**src/rtl/pipe_ctrl_if.sv**
```systemverilog
`default_nettype none
// ============================================================================
//  Module   : pipe_ctrl_if
//  Purpose  : Run-control / hazard bundle between the pipeline and pipe_ctrl.
//  Revision : 1.0  initial release
// ============================================================================
interface pipe_ctrl_if #(
    parameter int CNT_W = 16
);
    logic             start;
    logic             step;
    logic             stop;
    logic [15:0]      id_ir;
    logic [15:0]      ex_ir;
    logic             zf;
    logic             nf;
    logic             cf;
    logic             state;
    logic             stall;
    logic             flush;
    logic             halted;
    logic [CNT_W-1:0] cycle_cnt;

    modport master (
        output start, step, stop, id_ir, ex_ir, zf, nf, cf,
        input  state, stall, flush, halted, cycle_cnt
    );

    modport slave (
        input  start, step, stop, id_ir, ex_ir, zf, nf, cf,
        output state, stall, flush, halted, cycle_cnt
    );
endinterface
`default_nettype wire

```
**src/rtl/pipe_ctrl.sv**
```systemverilog
`default_nettype none
// ============================================================================
//  Module   : pipe_ctrl
//  Purpose  : Start/step/stop/halt FSM, load-use stall and branch flush for
//             the 16-bit five-stage pipeline, plus an exec-cycle counter.
//  Revision : 1.0  initial release
// ============================================================================
module pipe_ctrl #(
    parameter int CNT_W = 16
) (
    input  wire logic   clock,
    input  wire logic   reset,
    pipe_ctrl_if.slave  bus
);
    localparam logic [4:0] c_OP_NOP  = 5'b00000;
    localparam logic [4:0] c_OP_HALT = 5'b00001;
    localparam logic [4:0] c_OP_LOAD = 5'b00010;
    localparam logic [4:0] c_OP_JUMP = 5'b11000;
    localparam logic [4:0] c_OP_JMPR = 5'b11001;
    localparam logic [4:0] c_OP_BZ   = 5'b11010;
    localparam logic [4:0] c_OP_BNZ  = 5'b11011;
    localparam logic [4:0] c_OP_BN   = 5'b11100;
    localparam logic [4:0] c_OP_BNN  = 5'b11101;
    localparam logic [4:0] c_OP_BC   = 5'b11110;
    localparam logic [4:0] c_OP_BNC  = 5'b11111;

    typedef enum logic [1:0] {
        S_IDLE = 2'd0,
        S_RUN  = 2'd1,
        S_STEP = 2'd2,
        S_HALT = 2'd3
    } state_t;

    state_t           r_fsm;
    state_t           w_fsm_nxt;
    logic [CNT_W-1:0] r_cycle_cnt;

    logic [4:0] w_ex_op;
    logic [4:0] w_id_op;
    logic [2:0] w_ex_r1;
    logic       w_exec;
    logic       w_taken;
    logic       w_hazard;
    logic       w_unused;

    assign w_ex_op  = bus.ex_ir[15:11];
    assign w_id_op  = bus.id_ir[15:11];
    assign w_ex_r1  = bus.ex_ir[10:8];
    assign w_unused = ^{bus.ex_ir[7:0], bus.id_ir[7], bus.id_ir[3]};

    always_ff @(posedge clock or negedge reset) begin
        if (!reset) begin
            r_fsm <= S_IDLE;
        end else begin
            r_fsm <= w_fsm_nxt;
        end
    end

    always_comb begin
        w_fsm_nxt = r_fsm;
        case (r_fsm)
            S_IDLE: begin
                if (bus.start) begin
                    w_fsm_nxt = S_RUN;
                end else if (bus.step) begin
                    w_fsm_nxt = S_STEP;
                end
            end
            S_RUN: begin
                if (w_ex_op == c_OP_HALT) begin
                    w_fsm_nxt = S_HALT;
                end else if (bus.stop) begin
                    w_fsm_nxt = S_IDLE;
                end
            end
            S_STEP: begin
                w_fsm_nxt = (w_ex_op == c_OP_HALT) ? S_HALT : S_IDLE;
            end
            S_HALT: begin
                w_fsm_nxt = S_HALT;
            end
            default: begin
                w_fsm_nxt = S_IDLE;
            end
        endcase
    end

    assign w_exec = (r_fsm == S_RUN) || (r_fsm == S_STEP);

    always_ff @(posedge clock or negedge reset) begin
        if (!reset) begin
            r_cycle_cnt <= '0;
        end else if (w_exec) begin
            r_cycle_cnt <= r_cycle_cnt + CNT_W'(1);
        end
    end

    always_comb begin
        w_taken = 1'b0;
        case (w_ex_op)
            c_OP_JUMP, c_OP_JMPR: w_taken = 1'b1;
            c_OP_BZ:              w_taken = bus.zf;
            c_OP_BNZ:             w_taken = ~bus.zf;
            c_OP_BN:              w_taken = bus.nf;
            c_OP_BNN:             w_taken = ~bus.nf;
            c_OP_BC:              w_taken = bus.cf;
            c_OP_BNC:             w_taken = ~bus.cf;
            default:              w_taken = 1'b0;
        endcase
    end

    // Compare against all three ID fields regardless of which ones the opcode reads.
    always_comb begin
        w_hazard = 1'b0;
        if ((w_ex_op == c_OP_LOAD) &&
            (w_id_op != c_OP_NOP) && (w_id_op != c_OP_HALT) && (w_id_op != c_OP_JUMP)) begin
            w_hazard = (w_ex_r1 == bus.id_ir[10:8]) ||
                       (w_ex_r1 == bus.id_ir[6:4])  ||
                       (w_ex_r1 == bus.id_ir[2:0]);
        end
    end

    assign bus.state     = w_exec;
    assign bus.halted    = (r_fsm == S_HALT);
    assign bus.flush     = w_exec & w_taken;
    assign bus.stall     = w_exec & w_hazard & ~w_taken;
    assign bus.cycle_cnt = r_cycle_cnt;

endmodule
`default_nettype wire

```
**src/flat_wrapper.sv**
```systemverilog
// flat-port wrapper written by rule: the top's interface ports become plain ports
module pipe_ctrl_flat 
#(
    parameter int CNT_W = 16
)
  (clock, reset, bus_start, bus_step, bus_stop, bus_id_ir, bus_ex_ir, bus_zf, bus_nf, bus_cf, bus_state, bus_stall, bus_flush, bus_halted, bus_cycle_cnt);
  pipe_ctrl_if #(.CNT_W(CNT_W)) bus_i ();
  input  wire logic clock;
  input  wire logic reset;
  input wire logic [$bits(bus_i.start)-1:0] bus_start;
  input wire logic [$bits(bus_i.step)-1:0] bus_step;
  input wire logic [$bits(bus_i.stop)-1:0] bus_stop;
  input wire logic [$bits(bus_i.id_ir)-1:0] bus_id_ir;
  input wire logic [$bits(bus_i.ex_ir)-1:0] bus_ex_ir;
  input wire logic [$bits(bus_i.zf)-1:0] bus_zf;
  input wire logic [$bits(bus_i.nf)-1:0] bus_nf;
  input wire logic [$bits(bus_i.cf)-1:0] bus_cf;
  output wire logic [$bits(bus_i.state)-1:0] bus_state;
  output wire logic [$bits(bus_i.stall)-1:0] bus_stall;
  output wire logic [$bits(bus_i.flush)-1:0] bus_flush;
  output wire logic [$bits(bus_i.halted)-1:0] bus_halted;
  output wire logic [$bits(bus_i.cycle_cnt)-1:0] bus_cycle_cnt;
  assign bus_i.start = bus_start;
  assign bus_i.step = bus_step;
  assign bus_i.stop = bus_stop;
  assign bus_i.id_ir = bus_id_ir;
  assign bus_i.ex_ir = bus_ex_ir;
  assign bus_i.zf = bus_zf;
  assign bus_i.nf = bus_nf;
  assign bus_i.cf = bus_cf;
  assign bus_state = bus_i.state;
  assign bus_stall = bus_i.stall;
  assign bus_flush = bus_i.flush;
  assign bus_halted = bus_i.halted;
  assign bus_cycle_cnt = bus_i.cycle_cnt;
  pipe_ctrl #(.CNT_W(CNT_W)) u_core (.clock(clock), .reset(reset), .bus(bus_i));
endmodule
```
**config.mk**
```make
export PLATFORM = sky130hd
export DESIGN_NAME = pipe_ctrl_flat
export DESIGN_NICKNAME = d
export VERILOG_FILES = /design/src/rtl/pipe_ctrl_if.sv /design/src/rtl/pipe_ctrl.sv /design/src/flat_wrapper.sv
export SDC_FILE = /design/constraint.sdc
export NUM_CORES = 1
export LEC_CHECK = 0
export CORE_ASPECT_RATIO = 0.8
export CORE_MARGIN = 4
export CORE_UTILIZATION = 38
export CTS_CLUSTER_DIAMETER = 80
export DETAILED_ROUTE_END_ITERATION = 12
export HOLD_SLACK_MARGIN = 0.15
export PLACE_DENSITY = 0.79
export SLEW_MARGIN = 20
export SYNTH_ARGS = -nofsm -noshare
export SYNTH_HDL_FRONTEND = slang
export SYNTH_SLANG_ARGS = --single-unit
export TNS_END_PERCENT = 10
```
**constraint.sdc**
```tcl
create_clock -name clock -period 2.1 [get_ports clock]
set_input_delay 0.42 -clock clock [delete_from_list [all_inputs] [get_ports clock]]
set_output_delay 0.42 -clock clock [all_outputs]
set_load 0.01 [all_outputs]
```
Word level (Yosys, flattened, before mapping)
Cells that the tools add are included.
{"block": "word_totals", "reg_bits": 18, "in_bits": 40, "output_inout_bits": 20, "elab_cells": 48}
{"block": "op_classes", "addsub": 1, "n_eq_ne": 20, "mux": 8, "bitwise": 7, "reduce_logical": 10}
{"operator": "$eq 5x5->1 const B", "n": 8}
{"operator": "$add 16x1->16 const B", "n": 1}
{"operator": "$mux 2", "n": 5}
{"operator": "$eq 3x3->1", "n": 3}
{"operator": "$pmux 2 s4", "n": 1}
{"operator": "$pmux 1 s7", "n": 1}
{"operator": "$eq 5x1->1 const B", "n": 1}
{"operator": "$eq 5x2->1 const B", "n": 1}
{"operator": "$ne 5x1->1 const B", "n": 1}
{"operator": "$ne 5x5->1 const B", "n": 1}
{"operator": "$reduce_bool 5->1", "n": 1}
{"operator": "$eq 2x2->1 const B", "n": 2}
{"operator": "$not 1->1", "n": 4}
{"operator": "$and 1x1->1", "n": 3}
{"operator": "$logic_and 1x1->1", "n": 3}
{"operator": "$logic_or 1x1->1", "n": 3}
{"operator": "$ne 3x2->1 const B", "n": 1}
{"operator": "$ne 3x3->1 const B", "n": 1}
{"operator": "$eq 2x1->1 const B", "n": 1}
{"operator": "$logic_not 2->1", "n": 1}
{"operator": "$reduce_and 2->1", "n": 1}
{"operator": "$reduce_or 2->1", "n": 1}
{"operator": "$mux 1", "n": 1}

Logic depth before layout (Yosys ltp)
{"block": "depth", "depth_word": 7, "mapped_depth": 7, "ltp_nobuf": 6}

Worst setup path before layout
Ideal clock, no wire load.
{"block": "synth_timing", "path_type": "reg2out", "startpoint": "reg u_core.r_fsm[0]", "endpoint": "out bus_stall", "t_arrival_ns": 1.347, "required_ns": 1.680, "setup_slack_ns": 0.333, "stages_incl_launch_ff": 6, "path_buffers": 1, "cell_sequence": "dfrtp_1 inv_1 ha_1 buf_6 nand4b_1 a221oi_1"}
{"block": "synth_via", "elab_chain_cells": 4, "elab_cells_between_ends": 5, "classes_between": "eq/ne (2); bitwise (2); reduce/logical (1)"}
{"element": "start: declaration", "line": "pipe_ctrl.sv:34", "rtl": "state_t r_fsm;"}
{"element": "start signal: assignment", "line": "pipe_ctrl.sv:55", "rtl": "r_fsm <= w_fsm_nxt;"}
{"element": "$eq 2x1->1 / $eq 2x2->1 (equally long branches)", "line": "pipe_ctrl.sv:88", "rtl": "assign w_exec = (r_fsm == S_RUN) || (r_fsm == S_STEP);"}
{"element": "$logic_or 1x1->1 (*)", "line": "pipe_ctrl.sv:88"}
{"element": "net bus_state", "line": "flat_wrapper.sv:18", "rtl": "output wire logic [$bits(bus_i.state)-1:0] bus_state;"}
{"element": "$and 1x1->1 (*) (2 in series)", "line": "pipe_ctrl.sv:126", "rtl": "assign bus.stall = w_exec & w_hazard & ~w_taken;"}
{"element": "end: declaration", "line": "flat_wrapper.sv:19", "rtl": "output wire logic [$bits(bus_i.stall)-1:0] bus_stall;"}
Mark *: on every way through the listed nets, which the timed path passes. The rest lies on a longest branch.

Worst setup path after layout
{"block": "layout_timing", "startpoint": "in bus_id_ir[2]", "endpoint": "out bus_stall"}
{"block": "layout_via", "elab_chain_cells": 5}
{"element": "start: declaration", "line": "flat_wrapper.sv:13", "rtl": "input wire logic [$bits(bus_i.id_ir)-1:0] bus_id_ir;"}
{"element": "$eq 3x3->1", "line": "pipe_ctrl.sv:119", "rtl": "(w_ex_r1 == bus.id_ir[2:0]);"}
{"element": "$logic_or 1x1->1", "line": "pipe_ctrl.sv:118", "rtl": "(w_ex_r1 == bus.id_ir[6:4]) ||"}
{"element": "$mux 1", "line": "pipe_ctrl.sv:115", "rtl": "if ((w_ex_op == c_OP_LOAD) &&"}
{"element": "$and 1x1->1 (2 in series)", "line": "pipe_ctrl.sv:126"}
Every way passes these cells.

==> out/results.ini <==
[yosys]
synthesis.nets=145
post_synth_xor_area_fraction=0.210
synth_top_family_by_area=XOR/XNOR gates
synth_compound_area_frac=0.0532
yosysWarnings=0
synth_fa_ha_area_frac=0.0578
synth.avg_cell_area_um2=10.8
syn_area_mm2=0.00108
synth_mux_area_frac=0.0405
synth_cell_types=31
seq_area_frac_synth=0.416
syn_inst=100
synth_simple_gate_area_frac=0.198
synth_seq_cells=18

[place]
dp.cells=197
numPortBuffers=49
dp.final_hpwl_um=2290
dp_slack_ps=-484
place_congestion=0.762

[timing]
final-max-slew-violation-count=0
fin_setup_tns_ps=0
hold_viol_final=0
setup_viol=0
fmax_mhz=495
fin_ws_ps=78.5
min_period_ps=2020
fin_crit_sh=0.963
skew_ps=7.78
tightest_slew_ps=297
maxSlewHeadroom=0.801

[route]
drc=0
drt-total-wl_um=2780
ant_nets=0
viasPerCell=4.70
wire_per_inst_um=13.8
drt_iter0_drc=19
dr.pass1.iters=4
dr_total_vias=944

[power_and_ir_drop]
ir_drop_mv=0.597
power_frac_comb=0.516
p_int_w=0.000990
power.density_mw_per_mm2=871
p_seq_frac=0.346
clock_power_share=0.137
power_w=0.00153
p_sw_frac=0.354
power.switching_w=0.000542
p_leak_nw=0.801

[clock_tree]
clock_latency_ps=290
cts_buffers=3
cts_max_level=1
clock_path_buffers=2
cts_tree=built
clock_sinks=18
clkTransAtPathRegs_ps=100
clock_tree.root_cell=clkbuf_4

[setup_path]
cp_max_fo=1
critPathArrivalTime_ps=1600
critPathLaunch=bus_id_ir[2]
r2r-start=u_core.r_fsm[1]
endpoint=bus_stall
start_kind=primary input
critPathKind=in -> out
rrSetupSlack_ps=360
r2r_cells=7
crit_path_end_kind=output port
r2r_end=u_core.bus.cycle_cnt[9]
cp.required_ps=1680

[layout]
diodes=0
fin_cells=201
layout_common_cells=clkdlybuf4s50_1, dfrtp_1, xnor2_1
final_common_cell=clkdlybuf4s50_1
area_delta_synth_final_pct=62.5
layout-drive-gt1-share=0.190
final_core_util=0.641
nNetsFinal=209

[grt]
grt-ovfl-total=0
track_usage=0.164
grt_pass1_wl_um=4750
grt_max_degree=19
grt_pass1_vias=1041
antenna_found_initial=0

[floorplan]
die_w_um=67.7
rows=17
initial_core_util=0.394
die_area_mm2=0.00377
ios=60
core_mm2=0.00274
die_h_um=55.7

[hold_path]
hold_path.class=in -> async

[status]
outcome=finished clean

[flow_run]
drv_cap=0

-- power groups by stage --
| stage | clock (W) | combinational [W] | sequential [W] |
|---|---|---|---|
| final | 0.000210 | 0.000791 | 0.000531 |
| after global routing | 0.000234 | 0.000871 | 0.000548 |
| after CTS | 0.000217 | 0.000798 | 0.000531 |
| after detailed placement | 0 | 0.000809 | 0.000536 |
| after global placement | 0 | 0.000780 | 0.000532 |
| after floorplan | 0 | 0.000389 | 0.000557 |
-- Yosys cell counts --
master / instances / share of area
nor3_1: 1 / 0.0046
inv_1: 4 / 0.014
nor3b_2: 1 / 0.012
nand4_1: 4 / 0.023
nand3b_1: 1 / 0.0069
a21oi_1: 3 / 0.014
ha_1: 5 / 0.058
mux2_2: 3 / 0.031
o21ai_0: 1 / 0.0046
and3_1: 1 / 0.0058
a311oi_1: 1 / 0.0081
xor2_1: 10 / 0.081
a31oi_1: 2 / 0.012
nor2_1: 5 / 0.017
nand3_1: 4 / 0.018
nor3_2: 1 / 0.0092
and4_4: 1 / 0.010
nor2b_1: 1 / 0.0058
nand4_2: 1 / 0.012
a221oi_1: 1 / 0.0081
buf_6: 1 / 0.010
nand2b_1: 2 / 0.012
a211oi_1: 1 / 0.0069
and3_4: 1 / 0.010
nand3_2: 1 / 0.0092
xnor2_1: 16 / 0.13
dfrtp_1: 18 / 0.42
and4_1: 2 / 0.016
nand2_1: 5 / 0.017
mux2i_1: 1 / 0.0092
nand4b_1: 1 / 0.0081
-- worst min-delay path by stage --
stage / start / end / slack, ps / cells after the start
finish: reset / u_core.bus.cycle_cnt[12] / 440 / 2
global route: reset / u_core.bus.cycle_cnt[12] / 450 / 2
CTS: reset / u_core.bus.cycle_cnt[12] / 440 / 2
detailed placement: u_core.bus.cycle_cnt[15] / u_core.bus.cycle_cnt[15] / 470 / 1
global placement: u_core.bus.cycle_cnt[15] / u_core.bus.cycle_cnt[15] / 460 / 1
floorplan: reset / u_core.bus.cycle_cnt[0] / 120 / 0
-- layer usage --
| layer | vias up | track usage | routed length, um | share of wire |
|---|---|---|---|---|
| met3 | 4 | 0.0323 | 73 | 0.026 |
| met4 | 0 | 0.0636 | 42 | 0.015 |
| met2 | 21 | 0.268 | 1430 | 0.51 |
| met1 | 443 | 0.208 | 1240 | 0.45 |
| li1 | 476 | - | - | - |
| met5 | - | 0 | 0 | 0 |
-- per-stage QoR --
| step | cell area [um^2] | hold slack (ps) |
|---|---|---|
| finish | 1760 | 441 |
| global route | 1760 | 447 |
| CTS | 1720 | 442 |
| detailed placement | 1690 | 466 |
| global placement | 1690 | 457 |
| floorplan | 1080 | 124 |
-- repair_timing --
item	in CTS	in global routing
buffers inserted	0	0
setup endpoints to repair	3	2
gates resized for setup	13	9
hold buffers	0	0
pin swaps	1	6
-- critical path, stage by stage --
cell,delay [ps]
clkdlybuf4s50_1,420
xor2_1,150
nor3_1,170
a31oi_1,80
a221oi_2,210
buf_2,160
-- registers in the layout, indices dropped and copies added (netlist names) --
signal	count
u_core.r_fsm	2
u_core.bus.cycle_cnt	16
-- kinds of logic after synthesis --
| family | Yosys count |
|---|---|
| adders and majority gates | 5 |
| DFF | 18 |
| xor gates and xnor gates | 26 |
| buffers and inverters | 5 |
| muxes | 4 |
| and+or+nand+nor | 33 |
| AOI/OAI and AO/OA | 9 |
-- layout make-up --
| type | count | area [um^2] |
|---|---|---|
| Timing Repair Buffer | 60 | 573 |
| Fill cell | 219 | 985 |
| Clock buffer | 4 | 36.3 |
| Inverter | 4 | 15.0 |
| Tap cell | 38 | 47.5 |
| Sequential cell | 18 | 450 |
| Multi-Input combinational cell | 77 | 637 |
(Power assumes the default switching activity.)
